`src/rtl/udlx_trace_buffer.sv`:
```
// Trace-capture unit: records one bus transaction per cycle from NUM_CH channels into a circular buffer.
// Optional timestamp field enabled by defining UDLX_TRACE_TIMESTAMP_EN.
module udlx_trace_buffer #(
  parameter int DATA_WIDTH = 32,
  parameter int ADDR_WIDTH = 20,
  parameter int NUM_CH     = 4,
  parameter int DEPTH      = 64,
  parameter int POST_TRIG  = 32,
  parameter int TS_WIDTH   = 16,
  localparam int CH_W      = (NUM_CH > 1) ? $clog2(NUM_CH) : 1,
  localparam int PTR_W     = $clog2(DEPTH),
`ifdef UDLX_TRACE_TIMESTAMP_EN
  localparam int TS_BITS   = TS_WIDTH,
`else
  // No ts field; TS_WIDTH stays in the parameter list so both builds share one interface.
  localparam int TS_BITS   = 0 * TS_WIDTH,
`endif
  localparam int ENTRY_W   = TS_BITS + CH_W + 1 + ADDR_WIDTH + DATA_WIDTH
) (
  input  logic                         clk,
  input  logic                         rst_n,
  input  logic [NUM_CH-1:0]            ch_valid,
  input  logic [NUM_CH-1:0]            ch_is_wr,
  input  logic [NUM_CH*ADDR_WIDTH-1:0] ch_addr,
  input  logic [NUM_CH*DATA_WIDTH-1:0] ch_data,
  input  logic                         arm,
  input  logic                         mode,
  input  logic                         trig,
  input  logic                         rd_en,
  output logic                         rd_valid,
  output logic [ENTRY_W-1:0]           rd_entry,
  output logic [1:0]                   state,
  output logic [PTR_W:0]               count,
  output logic                         overflow,
  output logic [15:0]                  drop_cnt
);

  localparam int CNT_W = $clog2(NUM_CH + 1);

  typedef enum logic [1:0] {
    S_IDLE    = 2'b00,
    S_CAPTURE = 2'b01,
    S_POST    = 2'b10,
    S_DONE    = 2'b11
  } state_t;

  state_t                  r_state, w_state_nxt;
  logic                    r_mode;
  logic [PTR_W-1:0]        r_wr_ptr, r_rd_ptr, r_post_cnt;
  logic [PTR_W:0]          r_count;
  logic                    r_overflow;
  logic [15:0]             r_drop_cnt;
  logic                    r_rd_vld_p1;
  logic [ENTRY_W-1:0]      r_rd_entry_p1;
  logic [ENTRY_W-1:0]      r_mem [DEPTH];

  logic                    w_any;
  logic [CH_W-1:0]         w_win;
  logic                    w_win_wr;
  logic [ADDR_WIDTH-1:0]   w_win_addr;
  logic [DATA_WIDTH-1:0]   w_win_data;
  logic [CNT_W-1:0]        w_nvalid;
  logic                    w_cap, w_full, w_rd, w_trig;
  logic [ENTRY_W-1:0]      w_entry;

  function automatic logic [15:0] sat_add16(input logic [15:0] a, input logic [CNT_W-1:0] b);
    logic [16:0] s;
    s = {1'b0, a} + 17'(b);
    return s[16] ? 16'hFFFF : s[15:0];
  endfunction

  // Priority pick: scanning downward leaves the lowest-index valid channel as winner.
  always_comb begin
    w_any      = 1'b0;
    w_win      = '0;
    w_win_wr   = 1'b0;
    w_win_addr = '0;
    w_win_data = '0;
    w_nvalid   = '0;
    for (int i = NUM_CH - 1; i >= 0; i--) begin
      if (ch_valid[i]) begin
        w_any      = 1'b1;
        w_win      = CH_W'(i);
        w_win_wr   = ch_is_wr[i];
        w_win_addr = ch_addr[i*ADDR_WIDTH +: ADDR_WIDTH];
        w_win_data = ch_data[i*DATA_WIDTH +: DATA_WIDTH];
        w_nvalid   = w_nvalid + CNT_W'(1);
      end
    end
  end

  assign w_cap  = !arm && w_any && (r_state == S_CAPTURE || r_state == S_POST);
  assign w_full = (r_count == (PTR_W+1)'(DEPTH));
  assign w_rd   = !arm && rd_en && (r_state == S_DONE) && (r_count != '0);
  assign w_trig = !arm && trig && r_mode && (r_state == S_CAPTURE);

`ifdef UDLX_TRACE_TIMESTAMP_EN
  logic [TS_WIDTH-1:0] r_ts;

  always_ff @(posedge clk or negedge rst_n) begin
    if (!rst_n)   r_ts <= '0;
    else if (arm) r_ts <= '0;
    else          r_ts <= r_ts + TS_WIDTH'(1);
  end

  assign w_entry = {r_ts, w_win, w_win_wr, w_win_addr, w_win_data};
`else
  assign w_entry = {w_win, w_win_wr, w_win_addr, w_win_data};
`endif

  always_ff @(posedge clk or negedge rst_n) begin
    if (!rst_n) r_state <= S_IDLE;
    else        r_state <= w_state_nxt;
  end

  always_comb begin
    w_state_nxt = r_state;
    if (arm) begin
      w_state_nxt = S_CAPTURE;
    end else begin
      case (r_state)
        S_CAPTURE: begin
          if (w_cap && !r_mode && r_count == (PTR_W+1)'(DEPTH - 1)) w_state_nxt = S_DONE;
          else if (w_trig)                                          w_state_nxt = S_POST;
        end
        S_POST:    if (w_cap && r_post_cnt == PTR_W'(1)) w_state_nxt = S_DONE;
        default:   w_state_nxt = r_state;
      endcase
    end
  end

  // Capture stage: buffer RAM has no reset so its contents survive rst_n.
  always_ff @(posedge clk) begin
    if (w_cap) r_mem[r_wr_ptr] <= w_entry;
  end

  always_ff @(posedge clk or negedge rst_n) begin
    if (!rst_n) begin
      r_mode        <= 1'b0;
      r_wr_ptr      <= '0;
      r_rd_ptr      <= '0;
      r_post_cnt    <= '0;
      r_count       <= '0;
      r_overflow    <= 1'b0;
      r_drop_cnt    <= '0;
      r_rd_vld_p1   <= 1'b0;
      r_rd_entry_p1 <= '0;
    end else if (arm) begin
      r_mode      <= mode;
      r_wr_ptr    <= '0;
      r_rd_ptr    <= '0;
      r_post_cnt  <= '0;
      r_count     <= '0;
      r_overflow  <= 1'b0;
      r_drop_cnt  <= '0;
      r_rd_vld_p1 <= 1'b0;
    end else begin
      r_rd_vld_p1 <= w_rd;
      if (w_rd) begin
        r_rd_entry_p1 <= r_mem[r_rd_ptr];
        r_rd_ptr      <= r_rd_ptr + PTR_W'(1);
        r_count       <= r_count - (PTR_W+1)'(1);
      end
      if (w_cap) begin
        r_wr_ptr   <= r_wr_ptr + PTR_W'(1);
        r_drop_cnt <= sat_add16(r_drop_cnt, w_nvalid - CNT_W'(1));
        // A full buffer only occurs in trigger mode: overwrite the oldest entry.
        if (w_full) begin
          r_rd_ptr   <= r_rd_ptr + PTR_W'(1);
          r_overflow <= 1'b1;
        end else begin
          r_count    <= r_count + (PTR_W+1)'(1);
        end
        if (r_state == S_POST) r_post_cnt <= r_post_cnt - PTR_W'(1);
      end
      if (w_trig) r_post_cnt <= PTR_W'(POST_TRIG);
    end
  end

  assign rd_valid = r_rd_vld_p1;
  assign rd_entry = r_rd_entry_p1;
  assign state    = r_state;
  assign count    = r_count;
  assign overflow = r_overflow;
  assign drop_cnt = r_drop_cnt;

endmodule
```
`config.mk`:
```
export PLATFORM = sky130hd
export DESIGN_NAME = udlx_trace_buffer
export DESIGN_NICKNAME = d
export VERILOG_FILES = /design/src/rtl/udlx_trace_buffer.sv
export SDC_FILE = /design/constraint.sdc
export NUM_CORES = 2
export LEC_CHECK = 0
export CORE_MARGIN = 2
export CORE_UTILIZATION = 40
export DETAILED_ROUTE_END_ITERATION = 6
export GPL_TIMING_DRIVEN = 0
export HOLD_SLACK_MARGIN = 0.15
export PLACE_DENSITY_LB_ADDON = 0.15
export SYNTH_ARGS = -nofsm -noshare
export SYNTH_HDL_FRONTEND = slang
export SYNTH_SLANG_ARGS = --single-unit
```
`constraint.sdc`:
```
create_clock -name clk -period 5.65 [get_ports clk]
set_input_delay 1.13 -clock clk [delete_from_list [all_inputs] [get_ports clk]]
set_output_delay 1.13 -clock clk [all_outputs]
set_load 0.05 [all_outputs]
```
==> impl_summary.txt <==
----------------------------------------------------
[Placement]
  HPWL after detailed placement ... 285000 um
  Input/output buffers ... between 300 and 400
  Final weighted congestion in routability-driven placement ... between 0.8 and 0.9
  Cell area reported after detailed placement ... 154000 sq um

[Drt]
  Number of iterations in the first detailed-routing pass ... 6
  Final ANT Viol Nets ... 0
  Total via count after detailed routing ... 73800
  Number of remaining DRC errors ... 0
  Iteration-0 DRC Markers ... 7093
  Detailed-route wire length ... 403000 um
  Detail-routed net length per standard cell ... 30.5 um
  Number of vias per cell after detailed routing ... ~5.6

[Logic synthesis]
  Top_reg_cell synth ... sky130_fd_sc_hd__edfxtp_1
  Post-synthesis instance total ... around 7400
  Top cell types by occurrence after synthesis ... sky130_fd_sc_hd__edfxtp_1 (3520), sky130_fd_sc_hd__mux2i_1 (1098), sky130_fd_sc_hd__a22oi_1 (492)
  Yosys synthesis warning count ... 0
  EDFF count, synth ... 3520
  Xor/xnor cell area share of the yosys netlist ... 0.143%
  Cell accounting for the most synthesized area ... sky130_fd_sc_hd__edfxtp_1
  Dominant cell by count in the synthesized netlist ... sky130_fd_sc_hd__edfxtp_1
  Distinct cells, synth ... 62
  Average instance area after synthesis ... around 19 sq um
  Fraction of synthesized area in multiplexers ... 13.2%
  Largest cells by area after synthesis ... sky130_fd_sc_hd__edfxtp_1 (75%), sky130_fd_sc_hd__mux2i_1 (7.8%), sky130_fd_sc_hd__mux4_2 (5.3%), sky130_fd_sc_hd__a22oi_1 (2.6%), sky130_fd_sc_hd__dfrtp_1 (1.8%)
  Async set-reset flop share out of synthesis ... 2.79%
  Synth Area in Adders ... less than 1%
  Main combinational cell family by area after synthesis ... multiplexers
  Simple-gate share of the synthesized area ... 2.08%
  FF+latch count, synth ... 3621
  Mapped cell area ... ~140000 sq um
  Net count of the mapped netlist ... between 7000 and 8000
  Synth Area in Compound Gates ... under 10%
  Fraction of the yosys area taken by sequential cells ... 77.1%
  Post-synth top area share ... between 70 and 80%

[Timing]
  Worst-margin pin slew ... 1510 ps
  Period minus WS final ... 5540 ps
  Normalized max-slew margin ... -1.39%
  Worst clock skew ... 64.8 ps
  Unrepaired setup endpoints after global routing ... no
  Number of max-slew violations in the final report ... 2
  Share of the cycle needed by the critical path after routing ... 98.1%
  Fin. Hold Viols ... 0
  Hold_ws ... 509 ps
  Number of setup violations in the final report ... 0
  Upper clock frequency limit ... 0.180 GHz

[Floorplanning]
  Io pins ... 304
  Die X ... 596 um
  Initial core utilization ... 40.2%
  Overall die height ... 596 um
  Core Rows ... 217
  Die Area ... 356000 sq um
  Area of the placeable core ... 349000 sq um

[Power]
  Lkg Pwr ... around 50 nW
  Maximum ir drop on the vdd rail ... 0.292 mV
  Design Power ... 63.7 mW
  Power per Cell Area ... 382 nW/um^2

[Clock network]
  Insertion delay of the later-clocked pin in the worst-skew pair ... 970 ps
  CTS clk-pin slew, worst paths ... 60 ps
  Max H-tree Level ... 5
  Buffer depth of the longest clock path ... 4
  Clock root cell ... sky130_fd_sc_hd__clkbuf_16
  Sink Count ... 3621
  Clock tree from TritonCTS ... yes
  Number of buffers created by CTS ... approximately 380

[Global routing]
  Global-route layer with the greatest usage ... met2
  Via count of the first global-routing pass ... 76000
  Global-route wire length before repair ... 566000 um
  Aggregate global-route resource usage ... 22.3%
  Total congestion overflow ... 0
  Number of antenna violations at the first check in global routing ... 30
  Met1 GRT Util ... just under 30%
  Global-route track usage on met2 ... 38.2%
  GR met3 Demand/Resource ... 3.05%
  Pin count of the biggest net entering global routing ... 76

[Setup path]
  Largest driver fanout on the critical path ... 10
  Startpoint kind of the worst setup timing path ... input pin
  Worst path arrival time ... 6310 ps
  Critical Path Sink Type ... flip-flop
  CP Class ... input pin to flip-flop
  Required time of the critical path ... around 6400 ps
  Number of cells on the worst reg-to-reg path ... 10

[Job]
  Max-capacitance violation count ... 2

[Layout]
  Count of filler cells inserted in the layout ... 28900
  Layout cells sized above 1 ... 16.5%
  Layout Area Growth over Synthesis ... 18.7%
  Final-stage net count ... ~8500
  Summed area of non-filler cells in the final layout ... 167000 sq um

[Outcome]
  Run status ... finished, violations left
  Violations in the final reports ... capacitance limit, slew limit

[Worst hold path]
  Instance count along the most critical hold path ... 1
  Min-delay worst type ... flip-flop to flip-flop

----------------------------------------------------
where the power goes:
group,switching [mW],total [mW],internal [mW]
registers,0.635,30.9,30.3
logic,5.58,8.57,2.99
clock network,10.3,24.2,14.0
metal layers:
metal,wire length [um],part of all wire [%]
met1,167000,41
met2,200000,50
met3,21700,5.4
met4,14700,3.6
met5,0,0
critical path, stage by stage:
cell                              delay (ps)
sky130_fd_sc_hd__clkdlybuf4s50_1         820
sky130_fd_sc_hd__clkbuf_1                530
sky130_fd_sc_hd__clkbuf_1                650
sky130_fd_sc_hd__xnor2_2                 370
sky130_fd_sc_hd__ha_1                    320
sky130_fd_sc_hd__xnor2_1                 150
sky130_fd_sc_hd__xnor2_2                 580
sky130_fd_sc_hd__ha_1                    390
sky130_fd_sc_hd__nor2b_1                 160
sky130_fd_sc_hd__or2_2                   290
sky130_fd_sc_hd__nand3_1                 170
sky130_fd_sc_hd__nor3_2                  120
sky130_fd_sc_hd__nor3_1                  430
sky130_fd_sc_hd__a211oi_1                160
cells by family (layout without fill, tap and decap cells):
family / after synthesis / count (layout)
fa+ha+maj: 21 / 21
simple gates: 611 / 612
compound gates: 1207 / 1207
xor+xnor: 23 / 23
mux: 1433 / 1433
flops: 3621 / 3621
other cells: 0 / 15
buf+inv: 473 / 1696
sequential cells by signal, summed over array words and instances, names as in the netlist:
register    cells
r_wr_ptr        6
r_mem        3520
count           7
rd_valid        1
state           2
r_rd_ptr        6
drop_cnt       16
r_mode          1
overflow        1
rd_entry       55
r_post_cnt      6
per-stage QoR:
stage	TNS (ps)	utilization, %	std cells	setup WS [ps]
3_3_place_gp	-	42.7	12300	-6430
5_1_grt	0	47.7	13200	75.6
6_report	0	47.7	13200	106
2_1_floorplan	0	-	7389	171
4_1_cts	-230	47.6	13200	-30.5
3_5_place_dp	-1967250	44.2	12500	-1410
worst paths after layout:
kind | start | to | slack (ps)
worst max-delay path | ch_valid[0] | drop_cnt[9]$_DFFE_PN0P_ | 110
min in group asynchronous | rst_n | drop_cnt[0]$_DFFE_PN0P_ | 630
worst min-delay path | overflow$_DFFE_PN0P_ | overflow$_DFFE_PN0P_ | 510
worst max register to register | r_rd_ptr[0]$_DFF_PN0_ | rd_entry[16]$_DFFE_PN0P_ | 1130
max in group asynchronous | rst_n | rd_entry[19]$_DFFE_PN0P_ | 4200
worst min register to register | overflow$_DFFE_PN0P_ | overflow$_DFFE_PN0P_ | 510
layout by cell type (no fill, tap or decap), drive strengths merged, types with 55 or more instances in the layout:
master,count
a22oi,492
nand3,76
nand4b,60
o221ai,55
edfxtp,3520
a21oi,186
o22ai,110
nor2,274
clkdlybuf4s50,300
o22a,55
dfrtp,101
mux2i,1098
clkinv,156
o31ai,55
nand2,132
mux4,332
clkbuf,697
buf,468
o21ai,173
area by class of cell:
class	instances	area, sq um	area share (%)
timing repair buffer	529	7310	4.39
tap	4599	5750	3.45
clock inverter	214	2000	1.20
clock buffer	480	10000	6.01
inverter	16	60.1	0.0360
multi-input combinational	3296	31300	18.8
buffer	457	1990	1.19
sequential	3621	108000	64.9
antenna	15	37.5	0.0225
repair_timing:
action,in CTS,in global routing
hold buffers,1,0
gates cloned,0,1
setup endpoints to repair,278,340
hold endpoints to repair,26,0
buffers inserted,12,10
pin swaps,4,3
gates resized for setup,3,3
(Power assumes the default switching activity.)
